**config.mk**
```make
export PLATFORM = sky130hd
export DESIGN_NAME = cdc_tx_arbiter
export DESIGN_NICKNAME = d
export VERILOG_FILES = /design/src/rtl/cdc_tx_arbiter_pkg.sv /design/src/rtl/cdc_tx_arbiter_rr_picker.sv /design/src/rtl/cdc_tx_arbiter.sv
export SDC_FILE = /design/constraint.sdc
export NUM_CORES = 1
export LEC_CHECK = 0
export ABC_AREA = 1
export CAP_MARGIN = 20
export CORE_ASPECT_RATIO = 0.5
export CORE_MARGIN = 2
export CORE_UTILIZATION = 33
export DETAILED_ROUTE_END_ITERATION = 10
export GPL_TIMING_DRIVEN = 0
export PLACE_DENSITY = 0.94
export RECOVER_POWER = 25
export SETUP_SLACK_MARGIN = 0.4
export SLEW_MARGIN = 20
export SYNTH_ARGS = -nofsm -noshare
export SYNTH_HDL_FRONTEND = slang
export SYNTH_SLANG_ARGS = --single-unit
```
**constraint.sdc**
```tcl
create_clock -name w_clk -period 2.3 [get_ports w_clk]
set_input_delay 0.575 -clock w_clk [delete_from_list [all_inputs] [get_ports w_clk]]
set_output_delay 0.575 -clock w_clk [all_outputs]
set_load 0.02 [all_outputs]
```
**src/rtl/cdc_tx_arbiter_pkg.sv**
```systemverilog
// Shared types and default sizing for the async-FIFO write-port arbiter.
//   state_t          : arbiter FSM states (IDLE, GRANT)
//   DEF_MAX_BURST    : default beats allowed per grant
//   DEF_STALL_LIMIT  : default idle cycles tolerated inside a burst
package cdc_tx_arbiter_pkg;

   typedef enum logic {
      IDLE  = 1'b0,
      GRANT = 1'b1
   } state_t;

   localparam int unsigned DEF_MAX_BURST   = 8;
   localparam int unsigned DEF_STALL_LIMIT = 16;

endpackage

```
**src/rtl/cdc_tx_arbiter_rr_picker.sv**
```systemverilog
// Round-robin priority picker: returns the first set request bit at or after
// ptr, wrapping modulo NUM_REQ.
//   req   : request vector
//   ptr   : starting position of the search
//   idx   : winning requester index (valid when found=1)
//   found : at least one request bit is set
module rr_picker #(
   parameter int unsigned NUM_REQ  = 4,
   parameter int unsigned ID_WIDTH = $clog2(NUM_REQ)
) (
   input  logic [NUM_REQ-1:0]  req,
   input  logic [ID_WIDTH-1:0] ptr,
   output logic [ID_WIDTH-1:0] idx,
   output logic                found
);

   logic [2*NUM_REQ-1:0] req_dbl;
   logic [NUM_REQ-1:0]   req_rot;
   logic [ID_WIDTH:0]    sum;

   // Rotate so that bit 0 is the requester at ptr, then take the lowest set bit.
   always_comb begin
      req_dbl = {req, req} >> ptr;
      req_rot = req_dbl[NUM_REQ-1:0];
      found   = 1'b0;
      sum     = '0;
      idx     = '0;
      for (int i = NUM_REQ - 1; i >= 0; i--) begin
         if (req_rot[i]) begin
            found = 1'b1;
            sum   = {1'b0, ptr} + (ID_WIDTH+1)'(i);
         end
      end
      if (sum >= (ID_WIDTH+1)'(NUM_REQ)) begin
         sum = sum - (ID_WIDTH+1)'(NUM_REQ);
      end
      idx = sum[ID_WIDTH-1:0];
   end

endmodule

```
**src/rtl/cdc_tx_arbiter.sv**
```systemverilog
// Round-robin arbiter sharing one async_fifo write port among NUM_REQ
// requesters, with burst limit and mid-burst stall timeout.
//   w_clk, w_rst        : write clock, async active-high reset
//   req_valid/last/data : per-requester beat stream (data slice i = requester i)
//   req_ready           : per-requester beat accept (only granted one)
//   fifo_full           : async_fifo full flag
//   fifo_w_en/fifo_data : async_fifo write, data = {last, id, payload}
//   grant_id, busy      : current grant and GRANT-state indicator
//   stall_err/stall_clr : sticky stall-timeout flag and its clear
module cdc_tx_arbiter
   import cdc_tx_arbiter_pkg::*;
#(
   parameter int unsigned NUM_REQ     = 4,
   parameter int unsigned DATA_WIDTH  = 32,
   parameter int unsigned ID_WIDTH    = $clog2(NUM_REQ),
   parameter int unsigned MAX_BURST   = DEF_MAX_BURST,
   parameter int unsigned STALL_LIMIT = DEF_STALL_LIMIT
) (
   input  logic                             w_clk,
   input  logic                             w_rst,
   input  logic [NUM_REQ-1:0]               req_valid,
   input  logic [NUM_REQ-1:0]               req_last,
   input  logic [NUM_REQ*DATA_WIDTH-1:0]    req_data,
   output logic [NUM_REQ-1:0]               req_ready,
   input  logic                             fifo_full,
   output logic                             fifo_w_en,
   output logic [DATA_WIDTH+ID_WIDTH:0]     fifo_data,
   output logic [ID_WIDTH-1:0]              grant_id,
   output logic                             busy,
   output logic                             stall_err,
   input  logic                             stall_clr
);

   localparam int unsigned BEAT_W  = $clog2(MAX_BURST + 1);
   localparam int unsigned STALL_W = $clog2(STALL_LIMIT + 1);

   state_t                  state_q, state_d;
   logic [ID_WIDTH-1:0]     rr_ptr_q;
   logic [BEAT_W-1:0]       beat_cnt_q;
   logic [STALL_W-1:0]      stall_cnt_q;
   logic [ID_WIDTH-1:0]     pick_idx;
   logic                    pick_found;
   logic                    gnt_valid;
   logic                    gnt_last;
   logic [DATA_WIDTH-1:0]   gnt_data;
   logic                    in_grant;
   logic                    xfer;
   logic                    forced_last;
   logic                    beat_last;
   logic                    stall_hit;
   logic                    release_c;
   logic [ID_WIDTH-1:0]     next_ptr;

   rr_picker #(
      .NUM_REQ  (NUM_REQ),
      .ID_WIDTH (ID_WIDTH)
   ) u_picker (
      .req   (req_valid),
      .ptr   (rr_ptr_q),
      .idx   (pick_idx),
      .found (pick_found)
   );

   // Granted requester's stream and the transfer/release decisions.
   always_comb begin
      gnt_valid = req_valid[grant_id];
      gnt_last  = req_last[grant_id];
      gnt_data  = '0;
      for (int i = 0; i < NUM_REQ; i++) begin
         if (grant_id == ID_WIDTH'(i)) begin
            gnt_data = req_data[i*DATA_WIDTH +: DATA_WIDTH];
         end
      end
      in_grant    = (state_q == GRANT);
      xfer        = in_grant && gnt_valid && !fifo_full;
      forced_last = (beat_cnt_q == BEAT_W'(MAX_BURST - 1));
      beat_last   = gnt_last || forced_last;
      // Waits caused by fifo_full do not count as stall cycles.
      stall_hit   = in_grant && !gnt_valid &&
                    (stall_cnt_q == STALL_W'(STALL_LIMIT - 1));
      release_c   = (xfer && beat_last) || stall_hit;
      next_ptr    = (grant_id == ID_WIDTH'(NUM_REQ - 1)) ? '0
                                                         : grant_id + ID_WIDTH'(1);
   end

   // State register.
   always_ff @(posedge w_clk or posedge w_rst) begin
      if (w_rst) begin
         state_q <= IDLE;
      end else begin
         state_q <= state_d;
      end
   end

   // Next-state logic.
   always_comb begin
      state_d = state_q;
      case (state_q)
         IDLE:    if (pick_found) state_d = GRANT;
         GRANT:   if (release_c)  state_d = IDLE;
         default: state_d = IDLE;
      endcase
   end

   // Outputs decoded from the registered grant.
   always_comb begin
      req_ready = '0;
      fifo_w_en = 1'b0;
      busy      = in_grant;
      fifo_data = {beat_last, grant_id, gnt_data};
      if (xfer) begin
         req_ready[grant_id] = 1'b1;
         fifo_w_en           = 1'b1;
      end
   end

   // Grant id, round-robin pointer, counters and sticky stall flag.
   always_ff @(posedge w_clk or posedge w_rst) begin
      if (w_rst) begin
         grant_id    <= '0;
         rr_ptr_q    <= '0;
         beat_cnt_q  <= '0;
         stall_cnt_q <= '0;
         stall_err   <= 1'b0;
      end else begin
         if (!in_grant) begin
            beat_cnt_q  <= '0;
            stall_cnt_q <= '0;
            if (pick_found) grant_id <= pick_idx;
         end else begin
            if (xfer) begin
               beat_cnt_q  <= beat_cnt_q + BEAT_W'(1);
               stall_cnt_q <= '0;
            end else if (!gnt_valid) begin
               stall_cnt_q <= stall_cnt_q + STALL_W'(1);
            end
            if (release_c) rr_ptr_q <= next_ptr;
         end
         // Set has priority over a simultaneous clear.
         if (stall_hit)      stall_err <= 1'b1;
         else if (stall_clr) stall_err <= 1'b0;
      end
   end

endmodule
```
==> results.txt <==
Status: finished, violations left
Failing checks: setup timing
Num ports: 184
Worst setup path class: reg2out
Global routing usage on met1: 29.1%
Slew Viols, Final: 0
Critical Path AT: 1900 ps
IO buf count: 183
Layout cells sized above 1: 38.2%
Clock Tree Root: clkbuf_16
Initial core utilization: 34.6%
Final GP Congestion: 0.893
Tcrit/Tclk final: 108%
Filler cells: 403
Vias/cell: 4.93
HPWL Detailed: 7470 um
Most frequent cells in the layout: clkdlybuf4s50_1, nand2_1, o21ai_2
Largest family of logic cells by synthesized area: simple AND/OR/NAND/NOR gates
Met3 Use GR: 3.29%
Synth Area in Adders: 4.11%
Worst setup EP type: output port
Power Total: 7.24 mW
Yosys warnings: 0
Core Box Area: 0.00616 mm^2
Setup crit start kind: flip-flop
Vias: 3,324
GRT Util Overall: 25.3%
Hold Vio Cnt, Final: 0
Worst Tran Pin Value: 566 ps
Synthesis-to-layout area growth: 129%
Crit path max fanout: 8
Die area: 0.00716 mm^2
Largest stage delay, worst path: 470 ps
Routed Antenna Nets: 0
Syn Area/Cell: 5.60 um^2
First-pass GRT wire length: 14,600 um
Synth cell types: 28
FF/Latch Area: 379 um^2
#FFs+latches synth: 15
Vias in the first global route: 3,086
Hold Crit Depth: 2
Hold crit path type: reg2reg
Leak Pwr: 2.20 nW
Most utilized layer in the global route result: met2
Most common cell after layout, fill and taps aside: clkdlybuf4s50_1
Die H: 60.8 um
CTS max path bufs: 2
Clock sink count: 15
Non-filler cells in the finished layout: 674
Final setup viols: 36
Mapped Cells: 381
Rows: 20
Pin count of the biggest net entering global routing: 16
Routed WL per cell: 15.6 um
R2r worst-path depth: 15
Grt total ovfl: 0
Drt total wl: 10,500 um
Synth Area in Compound Gates: 28.1%
Multi-input combinational cell area: 0.00194 mm^2
Router iterations before antenna repair: 4
CTS H-tree depth: 1
PD cells: 1480 mW/mm^2
Iter 0 DRT Violations: 162
Post-Synth XOR/XNOR Area: 1.64%
VDD IR-drop max: 0.799 mV
Crit path time final: 2480 ps
Slew headroom: 62.2%
Placed cells: 652
Slowest cell on crit path: dfrtp_2
Clk pin slew, worst setup/hold paths: 40 ps
Max-cap violation count: 0
Max Freq: 0.404 GHz
Initial antenna violation count: 0
CTS buffer count: 3
Worst Skew: 3.88 ps
Antenna diode count: 0
RSZ-0062 raised after global routing: yes
Post-route DRC: 0
Horiz. Die Dim: 118 um
Critical-path cell list: ha_4 > buf_6 > nor2_4 > buf_12 > buf_8 > nand2_4 > nand2_2 > o21ai_2 > o21ai_2 > buf_6
Synth Cell Area: 0.00213 mm^2
Syn_nets: 528
Setup TNS: -3950 ps
M2 GR Usage: 52.6%
Seq/Total Area, Yosys: 17.6%
Net count, final: 734
Post-Synth Simple-Gate Area: 37.6%
Required time of the critical path: 1730 ps
Worst-skew pair later-pin latency: 240 ps
Post-synthesis mux area share: 0%
CTS tree: built
Post-route setup slack: -175 ps
==> per-stage QoR <==
stage	util (%)	area (um^2)	setup WS, ps	hold WS (ps)
5_1_grt	79.2	4880	-283	527
4_1_cts	75.3	4640	-119	500
2_1_floorplan	-	2390	210	468
3_5_place_dp	70.3	4330	-713	492
6_report	79.2	4880	-175	514
3_3_place_gp	70.3	4330	-672	484
==> kinds of logic after synthesis <==
family,after synthesis
AND/OR/NAND/NOR,189
flip-flops,15
adder cells (fa/ha/maj),7
buffers and inverters,51
AO/OA/AOI/OAI,115
XOR/XNOR,4
==> repair_timing <==
item,4_1_cts,5_1_grt
setup endpoints to repair,43,42
pin swaps,40,18
gates cloned,3,0
resized for setup,273,69
buffers inserted,10,5
hold buffers,0,0
==> path summary, 6_finish.rpt <==
check	from	to	slack, ps
max reg2reg	grant_id[0]	rr_ptr_q[0]	260
max in group asynchronous	w_rst	grant_id[1]	1070
min reg2reg	stall_cnt_q[1]	stall_cnt_q[1]	510
min	stall_cnt_q[1]	stall_cnt_q[1]	510
min in group asynchronous	w_rst	beat_cnt_q[0]	820
max	grant_id[0]	fifo_data[14]	-180
==> report_power, final <==
group / total [mW] / internal, mW / switching [mW]
combinational: 6.41 / 2.94 / 3.47
clock: 0.335 / 0.234 / 0.101
sequential: 0.490 / 0.359 / 0.130
total: 7.24 / 3.54 / 3.70
==> cell type report <==
| type | count | share of cell area (%) |
|---|---|---|
| sequential | 15 | 7.77 |
| tap | 88 | 2.26 |
| clock buffer | 4 | 1.62 |
| multi-input combinational | 315 | 39.8 |
| buffer | 26 | 5.52 |
| timing repair buffer | 201 | 40.9 |
| inverter | 25 | 2.15 |
==> registers in the layout, summed over array words and instances (netlist names) <==
name         flops
grant_id         2
rr_ptr_q         2
beat_cnt_q       4
busy             1
stall_cnt_q      5
stall_err        1
==> synth_stat cells <==
cell	count	area share, %
o21ai_0	53	12
a21oi_1	36	8.5
nor2_2	1	0.29
nand2_4	3	1.6
a21oi_2	1	0.41
clkinv_2	1	0.23
buf_4	7	2.5
o22ai_2	1	0.59
nor2_4	1	0.53
and3_1	1	0.29
o22ai_1	1	0.29
xnor2_1	1	0.41
nand3b_1	1	0.35
nand2_2	6	1.8
xor2_1	3	1.2
nor2_1	11	1.9
buf_8	1	0.70
o21ai_2	3	1.2
clkbuf_1	16	2.8
o21ai_1	20	4.7
nand3_1	16	3.8
inv_1	20	3.5
inv_2	4	0.70
buf_2	2	0.47
nand2_1	146	26
ha_1	7	4.1
dfrtp_1	15	18
nand3_2	3	1.4
==> critical path: cells and delay by family (launching register included) <==
kind / cells / cell delay, ps
flip-flops: 1 / 470
buffers and inverters: 4 / 550
AND/OR/NAND/NOR: 3 / 210
adder cells (fa/ha/maj): 1 / 190
AO/OA/AOI/OAI: 2 / 230
==> routing by layer <==
| layer | up-vias | wire [um] |
|---|---|---|
| met3 | 17 | 428 |
| li1 | 1664 | - |
| met4 | 0 | 136 |
| met2 | 87 | 5760 |
| met1 | 1556 | 4160 |
| met5 | - | 0 |
No activity file was read; power rests on OpenSTA's default activity.
